`src/rtl/ctx_loader_pkg.sv`:
```
`default_nettype none
// ============================================================================
// Module      : ctx_loader_pkg
// Description : Shared definitions for the context loader and the PE context
//               caches. Holds the default geometry (word width, PE count,
//               slots per PE), the slot-counter width and the loader FSM
//               state encoding.
// Revision    : 1.0 - initial release
// ============================================================================
package ctx_loader_pkg;

    localparam int unsigned c_def_width  = 120;  // context word is WIDTH+1 bits
    localparam int unsigned c_def_num_pe = 16;
    localparam int unsigned c_def_depth  = 16;
    localparam int unsigned c_pe_idx_w   = 4;    // width of PE index and slot address
    localparam int unsigned c_cnt_w      = 5;    // slot counter must be able to hold DEPTH

    typedef enum logic [1:0] {
        ST_IDLE = 2'd0,
        ST_LOAD = 2'd1,
        ST_DONE = 2'd2,
        ST_RUN  = 2'd3
    } ctx_state_t;

endpackage
`default_nettype wire

```
`src/rtl/ctx_slot_ctr.sv`:
```
`default_nettype none
// ============================================================================
// Module      : ctx_slot_ctr
// Description : Bank of per-PE saturating slot counters.
//               clk, rst_n : clock, asynchronous active-low reset
//               clr        : zero every counter
//               inc        : increment the counter selected by idx
//               idx        : PE index used for both increment and read-out
//               slot       : next free slot of the PE selected by idx
//               full       : the selected PE has all DEPTH slots written
// Revision    : 1.0 - initial release
// ============================================================================
module ctx_slot_ctr
    import ctx_loader_pkg::*;
#(
    parameter int unsigned NUM_PE = c_def_num_pe,
    parameter int unsigned DEPTH  = c_def_depth
) (
    input  logic                  clk,
    input  logic                  rst_n,
    input  logic                  clr,
    input  logic                  inc,
    input  logic [c_pe_idx_w-1:0] idx,
    output logic [c_pe_idx_w-1:0] slot,
    output logic                  full
);

    localparam logic [c_cnt_w-1:0] c_full_val = c_cnt_w'(DEPTH);
    localparam logic [c_cnt_w-1:0] c_one      = c_cnt_w'(1);

    logic [NUM_PE-1:0][c_cnt_w-1:0] w_cnt;
    logic [c_cnt_w-1:0]             w_sel;

    generate
        for (genvar gi = 0; gi < NUM_PE; gi++) begin : g_ctr
            localparam logic [c_pe_idx_w-1:0] c_idx = c_pe_idx_w'(gi);
            logic [c_cnt_w-1:0] r_cnt;

            always_ff @(posedge clk or negedge rst_n) begin
                if (!rst_n) begin
                    r_cnt <= '0;
                end else if (clr) begin
                    r_cnt <= '0;
                end else if (inc && (idx == c_idx) && (r_cnt != c_full_val)) begin
                    r_cnt <= r_cnt + c_one;
                end
            end

            assign w_cnt[gi] = r_cnt;
        end
    endgenerate

    // Indices with no counter behind them read as an empty, non-full PE;
    // the loader rejects those indices on its own.
    always_comb begin
        w_sel = '0;
        for (int i = 0; i < int'(NUM_PE); i++) begin
            if (idx == c_pe_idx_w'(i)) begin
                w_sel = w_cnt[i];
            end
        end
    end

    assign full = (w_sel == c_full_val);
    assign slot = w_sel[c_pe_idx_w-1:0];

endmodule
`default_nettype wire

```
`src/rtl/ctx_loader.sv`:
```
`default_nettype none
// ============================================================================
// Module      : ctx_loader
// Description : Streams host context words into per-PE context caches, then
//               sequences execution of the PE array.
//               s_valid/s_ready/s_data/s_pe/s_last : host word stream
//               go / halt : start execution after load / return to idle
//               pe_data/pe_we/pe_addr : registered cache write port
//                 (data broadcast, one-hot per-PE strobe, slot address)
//               start : level, high while the PEs execute
//               busy  : loading or loaded-awaiting-go
//               err   : sticky slot-overflow / bad-PE-index flag
// Revision    : 1.0 - initial release
// ============================================================================
module ctx_loader
    import ctx_loader_pkg::*;
#(
    parameter int unsigned WIDTH  = c_def_width,
    parameter int unsigned NUM_PE = c_def_num_pe,
    parameter int unsigned DEPTH  = c_def_depth
) (
    input  logic                  clk,
    input  logic                  rst_n,
    input  logic                  s_valid,
    output logic                  s_ready,
    input  logic [WIDTH:0]        s_data,
    input  logic [c_pe_idx_w-1:0] s_pe,
    input  logic                  s_last,
    input  logic                  go,
    input  logic                  halt,
    output logic [WIDTH:0]        pe_data,
    output logic [NUM_PE-1:0]     pe_we,
    output logic [c_pe_idx_w-1:0] pe_addr,
    output logic                  start,
    output logic                  busy,
    output logic                  err
);

    ctx_state_t              r_state;
    ctx_state_t              w_next;
    logic                    w_xfer;
    logic                    w_bad_idx;
    logic                    w_write;
    logic                    w_clr;
    logic                    w_full;
    logic [c_pe_idx_w-1:0]   w_slot;
    logic [NUM_PE-1:0]       w_onehot;

    // s_ready is a registered copy of "state is LOAD", so it doubles as
    // the LOAD qualifier for the handshake.
    assign w_xfer    = s_valid && s_ready;
    assign w_bad_idx = (32'(s_pe) >= NUM_PE);
    assign w_write   = w_xfer && !w_bad_idx && !w_full;
    // The word that wakes the loader from IDLE only opens a new load.
    assign w_clr     = (r_state == ST_IDLE) && s_valid;

    ctx_slot_ctr #(
        .NUM_PE (NUM_PE),
        .DEPTH  (DEPTH)
    ) u_slot_ctr (
        .clk   (clk),
        .rst_n (rst_n),
        .clr   (w_clr),
        .inc   (w_write),
        .idx   (s_pe),
        .slot  (w_slot),
        .full  (w_full)
    );

    always_comb begin
        w_onehot = '0;
        for (int i = 0; i < int'(NUM_PE); i++) begin
            w_onehot[i] = (s_pe == c_pe_idx_w'(i));
        end
    end

    always_comb begin
        w_next = r_state;
        case (r_state)
            ST_IDLE: if (s_valid)           w_next = ST_LOAD;
            ST_LOAD: if (w_xfer && s_last)  w_next = ST_DONE;
            ST_DONE: if (go)                w_next = ST_RUN;   // go outranks halt here
            ST_RUN:  if (halt)              w_next = ST_IDLE;
            default:                        w_next = ST_IDLE;
        endcase
    end

    // Status outputs are registered from the next state so they always
    // line up with the state register.
    always_ff @(posedge clk or negedge rst_n) begin
        if (!rst_n) begin
            r_state <= ST_IDLE;
            s_ready <= 1'b0;
            busy    <= 1'b0;
            start   <= 1'b0;
            err     <= 1'b0;
            pe_we   <= '0;
            pe_data <= '0;
            pe_addr <= '0;
        end else begin
            r_state <= w_next;
            s_ready <= (w_next == ST_LOAD);
            busy    <= (w_next == ST_LOAD) || (w_next == ST_DONE);
            start   <= (w_next == ST_RUN);
            pe_we   <= w_write ? w_onehot : '0;
            if (w_write) begin
                pe_data <= s_data;
                pe_addr <= w_slot;
            end
            if (w_clr) begin
                err <= 1'b0;
            end else if (w_xfer && !w_write) begin
                err <= 1'b1;
            end
        end
    end

endmodule
`default_nettype wire

```
`config.mk`:
```
export PLATFORM = sky130hd
export DESIGN_NAME = ctx_loader
export DESIGN_NICKNAME = d
export VERILOG_FILES = /design/src/rtl/ctx_loader_pkg.sv /design/src/rtl/ctx_slot_ctr.sv /design/src/rtl/ctx_loader.sv
export SDC_FILE = /design/constraint.sdc
export NUM_CORES = 1
export LEC_CHECK = 0
export CAP_MARGIN = 20
export CORE_ASPECT_RATIO = 1.1
export CORE_MARGIN = 5
export CORE_UTILIZATION = 40
export CTS_CLUSTER_SIZE = 10
export DETAILED_ROUTE_END_ITERATION = 10
export PLACE_DENSITY_LB_ADDON = 0.1
export SLEW_MARGIN = 15
export SYNTH_ARGS = -nofsm -noshare
export SYNTH_HDL_FRONTEND = slang
export SYNTH_SLANG_ARGS = --single-unit
```
`constraint.sdc`:
```
create_clock -name clk -period 2.85 [get_ports clk]
set_input_delay 0.57 -clock clk [delete_from_list [all_inputs] [get_ports clk]]
set_output_delay 0.57 -clock clk [all_outputs]
set_load 0.01 [all_outputs]
```
# ---- After elaboration in Yosys (flattened, before gate mapping)
# Cells that the tools add are included.
dict set report totals {
  regBits 227
  in_bits 131
  output_inout_bits 145
  elab_cells 193
}
dict set report classes {
  addsub 16
  n_eq_ne 38
  mux 56
  reduce_logical 59
}
# operator n
set ops {}
lappend ops {{$mux 5} 48}
lappend ops {{$add 5x1->5 const B} 16}
lappend ops {{$ne 5x5->1 const B} 16}
lappend ops {{$logic_and 1x1->1} 37}
lappend ops {{$reduce_bool 2->1} 17}
lappend ops {{$eq 4x4->1 const B} 8}
lappend ops {{$eq 4x3->1 const B} 4}
lappend ops {{$mux 16} 1}
lappend ops {{$eq 2x2->1 const B} 4}
lappend ops {{$eq 4x2->1 const B} 2}
lappend ops {{$mux 2} 4}
lappend ops {{$pmux 2 s4} 1}
lappend ops {{$eq 5x5->1 const B} 1}
lappend ops {{$eq 2x1->1 const B} 2}
lappend ops {{$eq 4x1->1 const B} 1}
lappend ops {{$logic_not 4->1} 1}
lappend ops {{$logic_not 1->1} 2}
lappend ops {{$logic_not 2->1} 1}
lappend ops {{$mux 1} 2}
lappend ops {{$logic_or 1x1->1} 1}

# ---- Depth between registers and ports, before layout
# Gate-level depths: netlist of run 1.
dict set report depth {
  ltp_word 24
  depth_mapped 15
  depth_no_buf 8
}

# ---- Modules after synthesis
# From an unflattened synthesis of run 1, not the netlist that was laid out.
dict set report unflattened {
  cells_unflattened 851
  area_unflattened_um2 10882.9
}
# module n_inst cells_per_inst area_per_inst_um2 seq_area_each_um2
set modules_own_cells {}
lappend modules_own_cells {ctx_loader 1 325 5680.4 3678.5}
lappend modules_own_cells {ctx_slot_ctr 1 526 5202.5 2001.9}

# ---- Worst setup path before layout of run 1
# No wires, ideal clock.
dict set report synth_path {
  kind {input -> register}
  startpoint {input s_pe[1]}
  endpoint {register pe_addr[3]}
  setup_ns 0.127
  arrival_ns 2.945
  required_time_ns 2.723
  slack_ns -0.223
  path_stages 12
  n_path_buf 5
  path_cell_list {buf_6 -> buf_6 -> mux4_2 -> o221a_1 -> a211oi_2 -> a21oi_1 -> a211o_2 -> o21ai_2 -> buf_4 -> buf_8 -> buf_6 -> mux2_1}
}
dict set report synth_between {
  elab_chain_len 20
  elab_cells_between_ends 35
}
# element line_no
set synth_lines {}
lappend synth_lines {{start, declared} ctx_loader.sv:27} ;# input logic [c_pe_idx_w-1:0] s_pe,
lappend synth_lines {{$logic_not 4->1} ctx_slot_ctr.sv:58} ;# if (idx == c_pe_idx_w'(i)) begin
lappend synth_lines {{$mux 5 (15 in series)} ctx_slot_ctr.sv:58}
lappend synth_lines {{$mux 5 (*)} ctx_slot_ctr.sv:58}
lappend synth_lines {{$eq 5x5->1} ctx_slot_ctr.sv:64} ;# assign full = (w_sel == c_full_val);
lappend synth_lines {{$logic_not 1->1} ctx_loader.sv:53} ;# assign w_write = w_xfer && !w_bad_idx && !w_full;
lappend synth_lines {{$logic_and 1x1->1} ctx_loader.sv:53}
lappend synth_lines {{end signal, assigned} ctx_loader.sv:108} ;# pe_addr <= w_slot;
lappend synth_lines {{end, declared} ctx_loader.sv:33} ;# output logic [c_pe_idx_w-1:0] pe_addr,
# Mark *: on every way between the ends. The rest lies on a longest branch, timed or not.
# A chain may end at the register's enable or synchronous reset.

# ---- Final worst setup path of run 1
dict set report layout_path {
  startpoint {input s_pe[0]}
  endpoint {register pe_data[88]}
}
dict set report layout_between {
  elab_chain_len 20
  elab_cells_between_ends 35
}
# element line_no
set layout_lines {}
lappend layout_lines {{$logic_not 4->1} ctx_slot_ctr.sv:58}
lappend layout_lines {{$mux 5 (15 in series)} ctx_slot_ctr.sv:58}
lappend layout_lines {{$mux 5 (*)} ctx_slot_ctr.sv:58}
lappend layout_lines {{$eq 5x5->1 (*)} ctx_slot_ctr.sv:64}
lappend layout_lines {{$logic_not 1->1 (*)} ctx_loader.sv:53}
lappend layout_lines {{$logic_and 1x1->1 (*)} ctx_loader.sv:53}
lappend layout_lines {{end signal, assigned} ctx_loader.sv:107} ;# pe_data <= s_data;
lappend layout_lines {{end, declared} ctx_loader.sv:31} ;# output logic [WIDTH:0] pe_data,
# Marked as above.

==> results of run 1 <==
## power by group
part           switching, uW  leakage (uW)  internal [uW]
clock network           1250      0.000358           1740
registers                642       0.00288           4280
logic                   2440       0.00429           3570
## cell usage after synthesis, types with 8 or more instances
cell type  count
o211ai_1      19
buf_2         17
xnor2_1       12
clkbuf_1      27
ha_1          34
inv_1         43
or4bb_1        8
nor2b_1        9
buf_6         12
o31ai_1       29
buf_4         10
nand4_1       12
or4_1         22
nand2b_1      15
dfrtp_1      227
o311ai_0      11
nand3_1       32
nor2_1        57
mux2_1        97
nor3_1        35
a21oi_1       22
o21ai_0       26
nand2_1       94
mux2_2        33
mux2i_1       24
## through the flow
stage / power [uW] / instance area, um2 / hold WS, ns
floorplan: 7140 / 11400 / 0.274
global placement: 10200 / 15400 / 0.460
detailed placement: 10300 / 15400 / 0.475
CTS: 13600 / 16700 / 0.491
global route: 14700 / 17100 / 0.500
finish: 13900 / 17100 / 0.485
## what timing repair did
action | in CTS | in global routing
resized for setup | 51 | 84
pin swaps | 7 | 7
hold buffers | 1 | 0
endpoints found under the hold margin | 52 | 0
endpoints found under the setup margin | 194 | 178
setup buffers | 21 | 3
gates cloned | 7 | 4
## final cells by class
type,instances,area [um2]
clock buffers,35,726
clock inverters,1,5.00
fillers,2343,10800
inverters,44,165
multi-input cells,681,5530
flip-flops and latches,227,5680
well taps,363,454
repair buffers,452,4560
## cells by family (layout without fill, tap and decap cells)
| family | Yosys count | in the layout |
|---|---|---|
| compound gates | 155 | 155 |
| xor+xnor | 19 | 19 |
| fa+ha+maj | 34 | 34 |
| buf+inv | 114 | 532 |
| flops | 227 | 227 |
| mux | 159 | 159 |
| simple gates | 312 | 314 |
## worst min path at each step
stage | slack (ns) | depth (start not counted) | startpoint | endpoint
finish | 0.48 | 2 | pe_addr[1] | pe_addr[1]
global route | 0.50 | 1 | pe_data[57] | pe_data[57]
CTS | 0.49 | 2 | pe_addr[1] | pe_addr[1]
detailed placement | 0.47 | 1 | pe_addr[0] | pe_addr[0]
global placement | 0.46 | 2 | pe_addr[1] | pe_addr[1]
floorplan | 0.27 | 0 | rst_n | busy
## registers in the layout, indices dropped and copies added, names as in the netlist
signal and cells:
busy 1, err 1, pe_addr 4, pe_data 121, pe_we 16, r_state 2, s_ready 1, start 1
u_slot_ctr.g_ctr.r_cnt 80
## worst reg2reg max path, cell delays in order (launching register included)
cell and delay [ns]:
dfrtp_2 0.44, mux4_2 0.46, o211a_1 0.24, a2bb2oi_2 0.18, or3b_4 0.41, o21ai_4 0.25, buf_12 0.18, bufbuf_16 0.28
mux2_2 0.32
## layer usage
metal  part of all wire, %  up-vias  track usage [%]
li1                      -     4495                -
met1                    41     4736             29.1
met2                    47      350             37.8
met3                   8.4       89             4.76
met4                   3.6        0             7.16
met5                     0        -                0
## placed cells by master (no fill, tap or decap), types with 34 or more instances in the layout
cell | Yosys | final
clkdlybuf4s50_1 | 0 | 270
nor2_1 | 57 | 53
mux2_4 | 0 | 51
mux2_1 | 97 | 52
ha_1 | 34 | 34
nand2_1 | 94 | 93
dfrtp_1 | 227 | 225
inv_1 | 43 | 43
buf_4 | 10 | 136
==> flow_metrics.py, run 1 <==
metrics = {
    "run_status": {
        "status": "finished with violations",
        "violations": "negative setup slack",
    },
    "final_layout": {
        "area_growth_pct": 50.7,
        "final_layout_size_suffix_gt1_share_pct": 24.1,
        "final_cells": 1803,
        "diodes": 0,
        "nNetsFinal": 1598,
        "utilization_pct": 61.2,
    },
    "logic_synthesis": {
        "ys_ff_latch": 227,
        "synthesis.area_um2": 11400,
        "synth_simple_gate_area_share_pct": 14.0,
        "synthFlopType": "dfrtp_1",
        "synthXorXnorAreaFrac_pct": 1.46,
        "yosys_warnings": 0,
        "synth_fa_ha_area_share_pct": 3.74,
        "syn_inst": 1020,
        "synth_area_per_cell_um2": 11.1,
        "synthTopCellsByArea": "dfrtp_1, mux2_1, ha_1, mux2_2, nand2_1",
        "synth_edf_count": 0,
        "synthMuxAreaShare_pct": 16.0,
        "synth_top_family_by_area": "multiplexers",
        "syn_nets": 1185,
        "synth_compound_area_share_pct": 9.59,
        "synth_top_area_share_pct": 50.0,
        "yosysSeqAreaShare_pct": 50.0,
        "postSynth.asyncResetShare_pct": 100,
        "synth_cell_types": 68,
        "synth_area_leader_cell": "dfrtp_1",
    },
    "sta": {
        "finalClockSkew_ns": 0.0141,
        "tightestPinTransition_ns": 0.638,
        "finalSetupViolCount": 51,
        "tns_ns": -1.07,
        "slew_viol_final": 0,
        "relSlewSlack_pct": 57.1,
        "hold_viol_final": 0,
        "fmaxAchievable_ghz": 0.344,
        "fin_crit_sh_pct": 102,
        "finalWorstSetupSlack_ns": -0.0559,
        "period_needed_ns": 2.91,
        "rsz0062_at_grt": "yes",
    },
    "route": {
        "drtPass1Iterations": 5,
        "avgViaCountPerCell": 5.36,
        "drtAntennaViolNets": 0,
        "wl_per_cell_um": 20.8,
        "finalWirelength_um": 37500,
        "first_iter_violations": 577,
        "dr_total_vias": 9670,
        "drcViolationCount": 0,
    },
    "clock_network": {
        "tritoncts": "built",
        "path_clk_slew_ns": 0.05,
        "clock_latency_ns": 0.53,
        "htreeDepth": 1,
        "clk_path_buf_depth": 3,
        "cts.sinks": 227,
        "cts-root-buf": "clkbuf_16",
        "cts_made_buffers": 27,
    },
    "grt": {
        "overflow": 0,
        "grt_usage_pct": 22.5,
        "grt_pass1_wl_um": 57100,
        "grt_antenna_before_repair": 0,
        "grt_max_degree": 82,
        "grt_pass1_vias": 9718,
    },
    "worst_setup_path": {
        "crit_path_frequent_cell": "buf_4",
        "rrSetupSlack_ns": -0.02,
        "crit_type": "in2reg",
        "slowest_delay_ns": 0.32,
        "cp.depth": 15,
        "r2r-start": "u_slot_ctr.g_ctr[1].r_cnt[1]",
        "timing.rr.end": "pe_data[88]",
        "cp-startpoint": "s_pe[0]",
        "crit_chain": "buf_2 -> buf_12 -> buf_6 -> buf_4 -> buf_4 -> a21oi_2 -> a211oi_2 -> buf_4 -> o31ai_4 -> a21oi_2 -> a211o_2 -> o21ai_4 -> buf_12 -> bufbuf_16 -> mux2_2",
        "end_kind": "flop",
        "cp_num_buf_inv": 8,
        "crit_end": "pe_data[88]",
        "cp_data_arrival_time_ns": 3.31,
        "reg2regPathDepth": 8,
        "cp_max_fo": 7,
        "critPathTopFamily": "buffers and inverters",
        "cp-start-kind": "primary input",
        "cp.required_ns": 3.26,
        "slowest_stage": "a211o_2",
    },
    "power_and_ir_drop": {
        "power.density_nw_per_um2": 814,
        "power_leakage_uw": 0.00753,
        "vdd_drop_max_v": 0.000563,
    },
    "place": {
        "dpl_worst_slack_ns": -1.09,
        "placedCellCount": 1732,
        "io_buffers": 275,
        "place_hpwl_um": 26500,
        "finalWeightedCongestion": 0.914,
    },
    "floorplanning": {
        "rows": 64,
        "start_util_pct": 40.6,
        "io_pins": 276,
        "die_w_um": 171,
        "die_area_um2": 31900,
        "die_h_um": 187,
        "design.core.area_um2": 27900,
    },
    "hold_path": {
        "hold_path.class": "reg2reg",
    },
    "run": {
        "maxCapViolCount": 0,
    },
}
Note: power is estimated with default switching activity, not from simulation.
==> inputs of run 2 (changes only) <==
==> constraint.sdc (replaced) <==
create_clock -name clk -period 2.4 [get_ports clk]
set_input_delay 0.48 -clock clk [delete_from_list [all_inputs] [get_ports clk]]
set_output_delay 0.48 -clock clk [all_outputs]
set_load 0.01 [all_outputs]
==> flow_metrics.py, run 2 (synthesized netlist as in run 1, its figures left out) <==
metrics = {
    "floorplanning": {
        "design.core.area_um2": 27900,
        "die_h_um": 187,
        "die_area_um2": 31900,
        "rows": 64,
        "die_w_um": 171,
        "start_util_pct": 40.6,
        "io_pins": 276,
    },
    "grt": {
        "grt_antenna_before_repair": 0,
        "grt_usage_pct": 22.3,
        "grt_max_degree": 82,
        "grt_pass1_vias": 10000,
        "overflow": 0,
        "grt_pass1_wl_um": 57100,
    },
    "worst_setup_path": {
        "reg2regPathDepth": 9,
        "slowest_stage": "mux4_2",
        "cp.required_ns": 2.78,
        "r2r-start": "u_slot_ctr.g_ctr[0].r_cnt[2]",
        "cp_num_buf_inv": 2,
        "slowest_delay_ns": 0.48,
        "rrSetupSlack_ns": -0.49,
        "crit_chain": "mux4_2 -> o221a_1 -> a211oi_2 -> a21oi_2 -> a211o_4 -> o21ai_4 -> buf_12 -> buf_12 -> mux2_1",
        "timing.rr.end": "pe_data[19]",
        "cp-start-kind": "flop",
        "end_kind": "flop",
        "cp_data_arrival_time_ns": 3.27,
        "cp.depth": 9,
        "critPathTopFamily": "compound AO/OA/AOI/OAI gates",
        "crit_type": "reg2reg",
        "cp_max_fo": 16,
        "crit_path_frequent_cell": "buf_12",
    },
    "final_layout": {
        "final_cell_mix": "clkdlybuf4s50_1, dfrtp_1, buf_4",
        "final_layout_size_suffix_gt1_share_pct": 27.1,
        "largest_reg_flops": 121,
        "utilization_pct": 62.4,
        "largestRegisters": "pe_data x121, u_slot_ctr.g_ctr.r_cnt x80, pe_we x16",
        "largest_register": "pe_data",
        "regArea_um2": 5680,
        "final_common_cell": "clkdlybuf4s50_1",
        "multi_input_area_um2": 5580,
        "num-fill-cells": 2303,
        "area_growth_pct": 53.4,
        "diodes": 0,
        "nNetsFinal": 1657,
    },
    "clock_network": {
        "cts.sinks": 227,
        "cts-root-buf": "clkbuf_16",
        "clk_path_buf_depth": 3,
        "tritoncts": "built",
        "clock_latency_ns": 0.52,
        "path_clk_slew_ns": 0.06,
        "htreeDepth": 1,
        "cts_made_buffers": 27,
    },
    "sta": {
        "period_needed_ns": 2.89,
        "hold_ws_ns": 0.473,
        "finalSetupViolCount": 195,
        "finalClockSkew_ns": 0.0210,
        "fmaxAchievable_ghz": 0.346,
        "tightestPinTransition_ns": 0.601,
        "rsz0062_at_grt": "yes",
        "relSlewSlack_pct": 59.9,
        "fin_crit_sh_pct": 120,
        "slew_viol_final": 0,
        "hold_viol_final": 0,
        "finalWorstSetupSlack_ns": -0.491,
    },
    "route": {
        "wl_per_cell_um": 20.2,
        "drcViolationCount": 0,
        "drtAntennaViolNets": 0,
        "finalWirelength_um": 37500,
        "avgViaCountPerCell": 5.33,
        "drtPass1Iterations": 6,
        "first_iter_violations": 685,
        "dr_total_vias": 9907,
    },
    "place": {
        "finalWeightedCongestion": 0.927,
        "dpl_worst_slack_ns": -1.26,
        "io_buffers": 275,
        "place_hpwl_um": 27200,
    },
    "run": {
        "maxCapViolCount": 0,
    },
    "hold_path": {
        "hp-start": "pe_addr[0]",
        "worstHoldPathCells": 1,
        "min_to": "pe_addr[0]",
        "hold_path.class": "reg2reg",
    },
    "run_status": {
        "status": "finished with violations",
        "violations": "negative setup slack",
    },
    "power_and_ir_drop": {
        "power_leakage_uw": 0.00780,
        "vdd_drop_max_v": 0.000606,
        "power.density_nw_per_um2": 948,
    },
}
[run 2: per-layer routing]
layer	global-route usage (%)	vias up	wire, um
li1	-	4616	-
met1	28.8	4883	15600
met2	38.3	335	18100
met3	4.02	73	2700
met4	6.05	0	1070
met5	0	-	0
[run 2: worst max path at each step]
stage                                             from          end  slack, ns
after detailed placement                       s_pe[0]  pe_data[65]      -1.26
final                     u_slot_ctr.g_ctr[0].r_cnt[2]  pe_data[19]      -0.49
after CTS                 u_slot_ctr.g_ctr[0].r_cnt[2]  pe_data[23]      -0.41
after global routing      u_slot_ctr.g_ctr[0].r_cnt[2]  pe_data[20]      -0.56
after floorplan                                s_pe[1]   pe_addr[3]      -0.57
after global placement                         s_pe[0]  pe_data[20]      -1.18
[run 2: what timing repair did]
action,CTS,global route
hold buffers,1,0
pin swaps,10,49
endpoints found under the setup margin,195,195
endpoints found under the hold margin,67,0
buffers inserted,9,10
gates cloned,2,4
gates resized for setup,65,83
[run 2: stage by stage]
step | instances | power (uW) | area, um2 | TNS [ns]
final | 1860 | 16500 | 17400 | -73.58
after floorplan | 1020 | 8510 | 11500 | -89.57
after CTS | 1847 | 16400 | 17100 | -61.42
after global routing | 1860 | 17400 | 17400 | -86.79
after detailed placement | 1801 | 12400 | 16000 | -226.87
after global placement | 1801 | 12300 | 16000 | -216.09
[run 2: power breakdown]
part           leakage (uW)  internal [uW]  switching [uW]
clock              0.000358           2050            1480
combinational       0.00456           4240            2930
sequential          0.00288           5090             724
total               0.00780          11400            5140
[run 2: layout make-up]
cell class | count | share of cell area (%)
Clock buffer | 32 | 4.10
Multi-Input combinational cell | 681 | 32.0
Sequential cell | 227 | 32.6
Inverter | 44 | 0.962
Timing Repair Buffer | 511 | 27.7
Tap cell | 363 | 2.61
Clock inverter | 2 | 0.0574
